`src/rtl/clk_gen_pkg.sv`:
```
// Shared constants and helpers for the divided-clock generator.
package clk_gen_pkg;
  localparam int CNT_W_DEF  = 16;
  localparam int EDGE_W_DEF = 32;

  // A zero half-period would never toggle; it is treated as one cycle.
  function automatic logic [63:0] clamp_half(input logic [63:0] half);
    return (half == 64'd0) ? 64'd1 : half;
  endfunction
endpackage

```
`src/rtl/clk_gen_cfg.sv`:
```
// Holds the active and pending half-period; a pending value is applied at the
// next toggle boundary, or immediately while the generator is idle.
module clk_gen_cfg
  import clk_gen_pkg::*;
#(
  parameter int CNT_W       = CNT_W_DEF,
  parameter int HALF_PERIOD = 1
) (
  input  logic             clk_i,
  input  logic             rst_ni,
  input  logic [CNT_W-1:0] cfg_half_i,
  input  logic             cfg_load_i,
  input  logic             boundary_i,
  input  logic             idle_i,
  output logic [CNT_W-1:0] half_act_o,
  output logic             idle_apply_o
);
  localparam logic [CNT_W-1:0] HALF_RST = CNT_W'(clamp_half(64'(HALF_PERIOD)));

  logic [CNT_W-1:0] half_act_q, half_act_d;
  logic [CNT_W-1:0] half_pend_q, half_pend_d;
  logic             pend_v_q, pend_v_d;
  logic             apply;

  always_comb begin
    apply       = pend_v_q && (boundary_i || idle_i);
    half_act_d  = half_act_q;
    half_pend_d = half_pend_q;
    pend_v_d    = pend_v_q;
    if (apply) begin
      half_act_d = half_pend_q;
      pend_v_d   = 1'b0;
    end
    // A load in the same cycle as an apply becomes the next pending value.
    if (cfg_load_i) begin
      half_pend_d = CNT_W'(clamp_half(64'(cfg_half_i)));
      pend_v_d    = 1'b1;
    end
  end

  always_ff @(posedge clk_i) begin
    if (!rst_ni) begin
      half_act_q  <= HALF_RST;
      half_pend_q <= HALF_RST;
      pend_v_q    <= 1'b0;
    end else begin
      half_act_q  <= half_act_d;
      half_pend_q <= half_pend_d;
      pend_v_q    <= pend_v_d;
    end
  end

  assign half_act_o   = half_act_q;
  assign idle_apply_o = apply && idle_i;
endmodule

```
`src/rtl/clk_gen.sv`:
```
// Divides clk into a 50%-duty square wave with registered edge strobes and a
// running transition count.
module clk_gen
  import clk_gen_pkg::*;
#(
  parameter int HALF_PERIOD = 1,
  parameter int CNT_W       = CNT_W_DEF,
  parameter int EDGE_W      = EDGE_W_DEF
) (
  input  logic              clk,
  input  logic              rst_n,
  input  logic              en,
  input  logic [CNT_W-1:0]  cfg_half,
  input  logic              cfg_load,
  output logic              clk_out,
  output logic              rise_stb,
  output logic              fall_stb,
  output logic [EDGE_W-1:0] edge_cnt
);
  logic              en_q;
  logic [CNT_W-1:0]  cnt_q, cnt_d;
  logic              clk_out_q, clk_out_d;
  logic              rise_q, rise_d;
  logic              fall_q, fall_d;
  logic [EDGE_W-1:0] edge_q, edge_d;
  logic [CNT_W-1:0]  half_act;
  logic              idle_apply;
  logic              boundary;

  // en is registered, so counting follows it by one cycle.
  assign boundary = en_q && (cnt_q == half_act - CNT_W'(1));

  clk_gen_cfg #(
    .CNT_W      (CNT_W),
    .HALF_PERIOD(HALF_PERIOD)
  ) u_cfg (
    .clk_i       (clk),
    .rst_ni      (rst_n),
    .cfg_half_i  (cfg_half),
    .cfg_load_i  (cfg_load),
    .boundary_i  (boundary),
    .idle_i      (!en_q),
    .half_act_o  (half_act),
    .idle_apply_o(idle_apply)
  );

  always_comb begin
    cnt_d     = cnt_q;
    clk_out_d = clk_out_q;
    rise_d    = 1'b0;
    fall_d    = 1'b0;
    edge_d    = edge_q;
    if (boundary) begin
      cnt_d     = '0;
      clk_out_d = ~clk_out_q;
      rise_d    = ~clk_out_q;
      fall_d    = clk_out_q;
      edge_d    = edge_q + EDGE_W'(1);
    end else if (en_q) begin
      cnt_d = cnt_q + CNT_W'(1);
    end else if (idle_apply) begin
      cnt_d = '0;
    end
  end

  always_ff @(posedge clk) begin
    if (!rst_n) begin
      en_q      <= 1'b0;
      cnt_q     <= '0;
      clk_out_q <= 1'b0;
      rise_q    <= 1'b0;
      fall_q    <= 1'b0;
      edge_q    <= '0;
    end else begin
      en_q      <= en;
      cnt_q     <= cnt_d;
      clk_out_q <= clk_out_d;
      rise_q    <= rise_d;
      fall_q    <= fall_d;
      edge_q    <= edge_d;
    end
  end

  assign clk_out  = clk_out_q;
  assign rise_stb = rise_q;
  assign fall_stb = fall_q;
  assign edge_cnt = edge_q;
endmodule

```
`config.mk`:
```
export PLATFORM = sky130hd
export DESIGN_NAME = clk_gen
export DESIGN_NICKNAME = d
export VERILOG_FILES = /design/src/rtl/clk_gen_pkg.sv /design/src/rtl/clk_gen_cfg.sv /design/src/rtl/clk_gen.sv
export SDC_FILE = /design/constraint.sdc
export NUM_CORES = 1
export LEC_CHECK = 0
export CORE_MARGIN = 1
export CORE_UTILIZATION = 45
export CTS_CLUSTER_SIZE = 14
export DETAILED_ROUTE_END_ITERATION = 16
export GPL_TIMING_DRIVEN = 0
export HOLD_SLACK_MARGIN = 0.15
export PLACE_DENSITY = 0.67
export REMOVE_ABC_BUFFERS = 1
export SYNTH_ARGS = -nofsm -noshare
export SYNTH_HDL_FRONTEND = slang
export SYNTH_SLANG_ARGS = --single-unit
```
`constraint.sdc`:
```
create_clock -name clk -period 10.6 [get_ports clk]
set_input_delay 2.65 -clock clk [delete_from_list [all_inputs] [get_ports clk]]
set_output_delay 2.65 -clock clk [all_outputs]
set_load 0.02 [all_outputs]
```
==> results of run 1 <==
worst register-to-register path, cell delays in order (launching register included):
cell,delay (ps)
dfxtp_1,460
inv_1,90
ha_1,320
xnor2_1,130
or4_1,520
a311o_1,320
or4_1,780
or4_1,950
or4_1,650
a21oi_1,160
flip-flops by register name (all words and copies together), names as in the netlist:
signal             cells
u_cfg.half_pend_q     16
rise_stb               1
u_cfg.pend_v_q         1
clk_out                1
fall_stb               1
en_q                   1
edge_cnt              32
u_cfg.half_act_o      16
cnt_q                 16
worst max path at each step:
| stage | to | depth (start not counted) | slack, ps | from |
|---|---|---|---|---|
| 3_3_place_gp | edge_cnt[11]$_SDFFE_PN0P_ | 3 | 4820 | rst_n |
| 6_report | edge_cnt[17]$_SDFFE_PN0P_ | 9 | 6150 | u_cfg.half_act_o[0]$_SDFFE_PN1P_ |
| 5_1_grt | edge_cnt[17]$_SDFFE_PN0P_ | 9 | 5930 | u_cfg.half_act_o[0]$_SDFFE_PN1P_ |
| 3_5_place_dp | edge_cnt[23]$_SDFFE_PN0P_ | 9 | 6220 | u_cfg.half_act_o[0]$_SDFFE_PN1P_ |
| 4_1_cts | edge_cnt[17]$_SDFFE_PN0P_ | 9 | 6150 | u_cfg.half_act_o[0]$_SDFFE_PN1P_ |
| 2_1_floorplan | edge_cnt[17]$_SDFFE_PN0P_ | 9 | 6680 | u_cfg.half_act_o[0]$_SDFFE_PN1P_ |
cells by family (layout without fill, tap and decap cells):
group                    after synthesis  count (layout)  share of synthesized area (%)
AND/OR/NAND/NOR                      241             241                           30.1
adder cells (fa/ha/maj)                3               3                          0.901
flip-flops                            85              85                           40.8
AO/OA/AOI/OAI                         85              85                           11.7
multiplexers                          18              18                           4.32
XOR/XNOR                              33              33                           7.12
buffers and inverters                 50              87                           5.01
layer usage:
metal | vias up | global-route usage [%]
met2 | 68 | 30.2
met4 | 0 | 8.96
met5 | - | 0
met3 | 6 | 3.36
li1 | 1898 | -
met1 | 1686 | 26.8
Yosys cell counts, types with 8 or more instances:
library cell	instances	share of area [%]
and3_1	8	1.2
nand4_1	15	2.3
or3_1	17	2.6
clkbuf_1	22	2.0
xnor2_1	24	5.0
nand3_1	40	4.8
nand2_1	47	4.2
inv_1	18	1.6
nor2_1	49	4.4
mux2i_1	18	4.3
nor3_1	12	1.4
o21ai_1	29	3.5
nor4_1	15	2.3
xor2_1	8	1.7
a21oi_1	30	3.6
dfxtp_1	85	41
or4_1	13	2.3
power by group:
part           leakage [nW]  internal, mW  switching, mW  total, mW
clock network        0.0808        0.0906          0.117      0.208
registers             0.689         0.328        0.00869      0.336
logic                 0.859        0.0301         0.0479     0.0780
total                  1.63         0.448          0.174      0.622
per-stage QoR:
step / setup WS (ps) / total power [mW] / util [%]
floorplan: 6680 / 0.392 / -
global placement: 4820 / 0.421 / 53.1
detailed placement: 6220 / 0.422 / 53.1
CTS: 6150 / 0.628 / 55.0
global route: 5930 / 0.655 / 55.0
finish: 6150 / 0.622 / 55.0
cells in the final DEF (no fill, tap or decap), types with 4 or more instances in the layout:
| cell | count |
|---|---|
| or2_2 | 6 |
| or4_1 | 13 |
| or3_1 | 17 |
| nor2_1 | 49 |
| nand2b_1 | 4 |
| nand4_1 | 15 |
| nand3_1 | 40 |
| o21ai_0 | 5 |
| xnor2_1 | 24 |
| nand2_1 | 47 |
| nor4_1 | 15 |
| dfxtp_1 | 85 |
| and3_1 | 8 |
| a21oi_1 | 30 |
| inv_1 | 17 |
| o21ai_1 | 29 |
| clkbuf_8 | 10 |
| xor2_1 | 8 |
| o31ai_1 | 6 |
| mux2i_1 | 18 |
| clkdlybuf4s50_1 | 53 |
| nor3_1 | 12 |
layout make-up:
class	instances	area share, %
Sequential cell	85	34.9
Timing Repair Buffer	54	11.0
Clock inverter	5	0.745
Clock buffer	10	2.83
Tap cell	108	2.77
Inverter	18	1.39
Multi-Input combinational cell	380	46.3
==> metrics.txt, run 1 <==
status finished, violations left; failing checks DRC; CORE AREA 0.00885 mm^2; number of global-route vias before repair 3314; port bufs 54; fillers roughly 850; wire length on met1 between 4000 and 5000 um; Starting Density 47.1%; Worst Path Buf+Inv 1; top-level port count 55; Setup Viol. Count Final 0; Post-synth top flop dfxtp_1; hold path depth 2; Worst Hold End u_cfg.half_act_o[15]$_SDFFE_PN0P_; row cnt 34; routed wire length per instance 13.8 um; #FFs+latches synth 85; HPWL Detailed 6260 um; Reg-to-Reg End edge_cnt[17]$_SDFFE_PN0P_; dpl cell area ~0.0047 mm^2; Worst VDD drop 0.0656 mV; worst hold slack 444 ps; CTS H-Tree Depth 3; GP Congestion ~0.87; Worst-Margin Slew ~1100 ps; first-pass GRT wire length 15300 um; period utilization a little over two fifths; skew final 13.7 ps; Synth Instances 515; Worst setup SP type register; post-route non-filler standard cell count 660; register area 0.00170 mm^2; HP Start u_cfg.half_pend_q[15]$_SDFFE_PN0P_; syn avg cell area a little over 8 um^2; clock sinks 85; Post-CTS Hold Fix Bufs 0; Synth Warn # 0; CP Class register to register; worst r2r src u_cfg.half_act_o[0]$_SDFFE_PN1P_; CP arrival about 4700 ps; proportion of synthesized chip area in sequential cells 40.8%; Final Hold Vio Count 0; CP delay by family, top simple AND/OR/NAND/NOR gates; die span in x just under 100 um; DP Cell Count around 650; GR Overflow Total 0; clock slew at reported path FFs 90 ps; area grow syn2layout 16.9%; met3 WL 387 um; Die Y a little under 100 um; WL met2 about 4100 um; layout cells sized above 1 between 5 and 6%; critical path's slowest cell or4_1; design area 0.00487 mm^2; Crit Path Max Fanout 25; DRC 1; initial drt markers 169; max-cap violation count 0; setup TNS 0 ps; Worst-Skew Late Latency 350 ps; Clock Tree Buf Depth 2; CTS resizes 0; antenna violations before repair 0; 1st-pass router iterations 12; cells along the critical path inv_1, ha_1, xnor2_1, or4_1, a311o_1, or4_1, or4_1, or4_1, a21oi_1; Total Routed Length 9080 um; Post-synth EDFFs 0; Hold WC Path Type register to register; vias ~3700; Post-DRT Antenna Nets 0; CTS Buf Count 9; antenna cells 0; Post-CTS Setup Bufs 0; R2R setup slack 6150 ps; Die Footprint just under 0.01 mm^2; Root Driver clkbuf_8; multi-input logic area 0.00226 mm^2; Top Metal Used met4; Nets around 570; Static Leakage 1.63 nW; Synth cell types 48; crit end category register; CTS tree built; Mapped Area 0.00417 mm^2; RSZ-0062 raised after global routing false; ys async rst share 0%; largest net degree at the start of global routing 48; Final Critical Period 4450 ps; All-Layer GR Usage about a fifth; Max-slew headroom approximately 27%; vias per cell around 5.5; worst path required time ~11000 ps; FF-to-FF path depth 9; Achievable Freq 0.225 GHz; most frequent CP cell or4_1; Worst path max stage delay 940 ps; total power divided by cell area approximately 130 mW/mm^2; fin. max-slew vios 0
No activity file was read; power rests on OpenSTA's default activity.
==> run 2: changes to the inputs <==
==> constraint.sdc (replaced) <==
create_clock -name clk -period 4.6 [get_ports clk]
set_input_delay 1.15 -clock clk [delete_from_list [all_inputs] [get_ports clk]]
set_output_delay 1.15 -clock clk [all_outputs]
set_load 0.02 [all_outputs]
==> run 2 against run 1 <==
Against the previous run: the run still ends with DRC left; total power grew 130%; cell count did not move; routed wire length rose by 0.25%; critical path type unchanged.
==> metrics.txt, run 2 (synthesis results as in run 1) <==
area grow syn2layout 17.0% (about the same); DP Cell Count 645 (unchanged); crit end category register; layout cells sized above 1 5.25% (+0.18 points); DRC 1 (unchanged); FF-to-FF path depth 9 (unchanged); Root Driver clkbuf_8; Tot Pwr 1.43 mW (+130%); cells along the critical path inv_1, ha_1, xnor2_1, or4_1, a311o_1, or4_1, or4_4, or4_1, a21oi_1; CTS Buf Count 9 (unchanged); pre-CTS WS 220 ps (-6000 ps); Die Y 98.2 um (unchanged); vias 3636 (-0.60%); period utilization 90.3% (+48 points); Setup Viol. Count Final 0 (unchanged); Final Critical Period 4160 ps (-290 ps); first-pass GRT wire length 15300 um (unchanged); Nets 571 (unchanged); Final Hold Vio Count 0 (unchanged); max-cap violation count 0 (unchanged); die span in x 98.2 um (unchanged); Achievable Freq 0.241 GHz (+7.0%); Total Routed Length 9110 um (+0.25%); CTS H-Tree Depth 3 (unchanged); 1st-pass router iterations 12 (unchanged); Post-CTS Setup Bufs 0 (unchanged); worst r2r src u_cfg.half_act_o[0]$_SDFFE_PN1P_; commonest non-fill, non-tap cell in the layout dfxtp_1; Starting Density 47.1% (unchanged); routed wire length per instance 13.8 um (+0.25%); Reg-to-Reg End edge_cnt[17]$_SDFFE_PN0P_; status finished, violations left; skew final 14.3 ps (+0.604 ps); GP Congestion 0.869 (unchanged); R2R setup slack 440 ps (-5710 ps); Worst setup SP type register; CTS resizes 0 (unchanged); Die Footprint 0.00965 mm^2 (unchanged); commonest non-fill, non-tap cells in the layout dfxtp_1 (85), clkdlybuf4s50_1 (53), nor2_1 (49); max reg flops 32 (unchanged); Crit Path Max Fanout 25 (unchanged); clock slew at reported path FFs 90 ps (about the same); Post-DRT Antenna Nets 0 (unchanged); vias per cell 5.51 (-0.60%); CORE AREA 0.00885 mm^2 (unchanged); failing checks DRC; Worst-Skew Late Latency 350 ps (about the same); worst hold slack 445 ps (+0.908 ps); RSZ-0062 raised after global routing false; largest net degree at the start of global routing 48 (unchanged); antenna cells 0 (unchanged); top-level port count 55 (unchanged); clock sinks 85 (unchanged); Clock Tree Buf Depth 2 (unchanged); Worst-Margin Slew 1080 ps (-11.4 ps); Worst path max stage delay 780 ps (-160 ps); fin. max-slew vios 0 (unchanged); Max-slew headroom 28.2% (+0.76 points); Hold WC Path Type register to register; worst path required time 4880 ps (-6000 ps); CTS tree built; Static Leakage 1.63 nW (+0.10%); critical path's slowest cell or4_1; HP Start u_cfg.half_pend_q[15]$_SDFFE_PN0P_; Post-CTS Hold Fix Bufs 0 (unchanged); most frequent CP cell or4_1; CP arrival 4430 ps (-290 ps); CP Class register to register; Final Worst Setup Slack 445 ps (-5710 ps); total power divided by cell area 294 mW/mm^2 (+130%); Worst VDD drop 0.152 mV (+130%); GR Overflow Total 0 (unchanged); CP endpoint edge_cnt[17]$_SDFFE_PN0P_; setup TNS 0 ps (unchanged); port bufs 54 (unchanged); antenna violations before repair 0 (unchanged); row cnt 34 (unchanged); All-Layer GR Usage 19.6% (unchanged); post-route non-filler standard cell count 660 (unchanged); number of global-route vias before repair 3314 (unchanged); HPWL Detailed 6260 um (unchanged); initial drt markers 200 (+18%); beginning of the critical path u_cfg.half_act_o[0]$_SDFFE_PN1P_
run 2: through the flow:
| step | cell area, um^2 | utilization (%) |
|---|---|---|
| after global routing | 4870 | 55.1 |
| after floorplan | 4030 | - |
| final | 4870 | 55.1 |
| after CTS | 4870 | 55.0 |
| after global placement | 4700 | 53.1 |
| after detailed placement | 4700 | 53.1 |
run 2: layer usage:
| layer | up-vias | share of wire, % | global-route usage, % |
|---|---|---|---|
| li1 | 1895 | - | - |
| met1 | 1676 | 50 | 26.8 |
| met2 | 61 | 46 | 30.2 |
| met3 | 4 | 3.5 | 3.36 |
| met4 | 0 | 0.90 | 8.96 |
| met5 | - | 0 | 0 |
run 2: where the power goes:
part | leakage (nW) | total (mW) | switching [mW] | internal (mW)
clock | 0.0808 | 0.479 | 0.270 | 0.209
sequential | 0.689 | 0.775 | 0.0201 | 0.755
combinational | 0.861 | 0.180 | 0.111 | 0.0695
run 2: cell type report:
cell class,instances,area (um^2)
flip-flops and latches,85,1700
clock buffers,10,138
multi-input cells,380,2260
clock inverters,5,36.3
fillers,845,3970
inverters,18,67.6
repair buffers,54,536
well taps,108,135
run 2: worst min-delay path by stage:
stage,to,slack (ps),depth (start not counted)
after floorplan,u_cfg.half_act_o[10]$_SDFFE_PN0P_,430,2
after global placement,u_cfg.half_act_o[10]$_SDFFE_PN0P_,440,2
after detailed placement,u_cfg.half_act_o[9]$_SDFFE_PN0P_,440,2
after CTS,u_cfg.half_act_o[15]$_SDFFE_PN0P_,450,2
after global routing,u_cfg.half_act_o[15]$_SDFFE_PN0P_,460,2
final,u_cfg.half_act_o[15]$_SDFFE_PN0P_,450,2
run 2: critical path, delay by kind of cell (launching register included):
kind / cells / cell delay (ps)
simple gates: 4 / 2590
compound gates: 2 / 480
fa+ha+maj: 1 / 320
buf+inv: 1 / 90
xor+xnor: 1 / 120
flops: 1 / 460
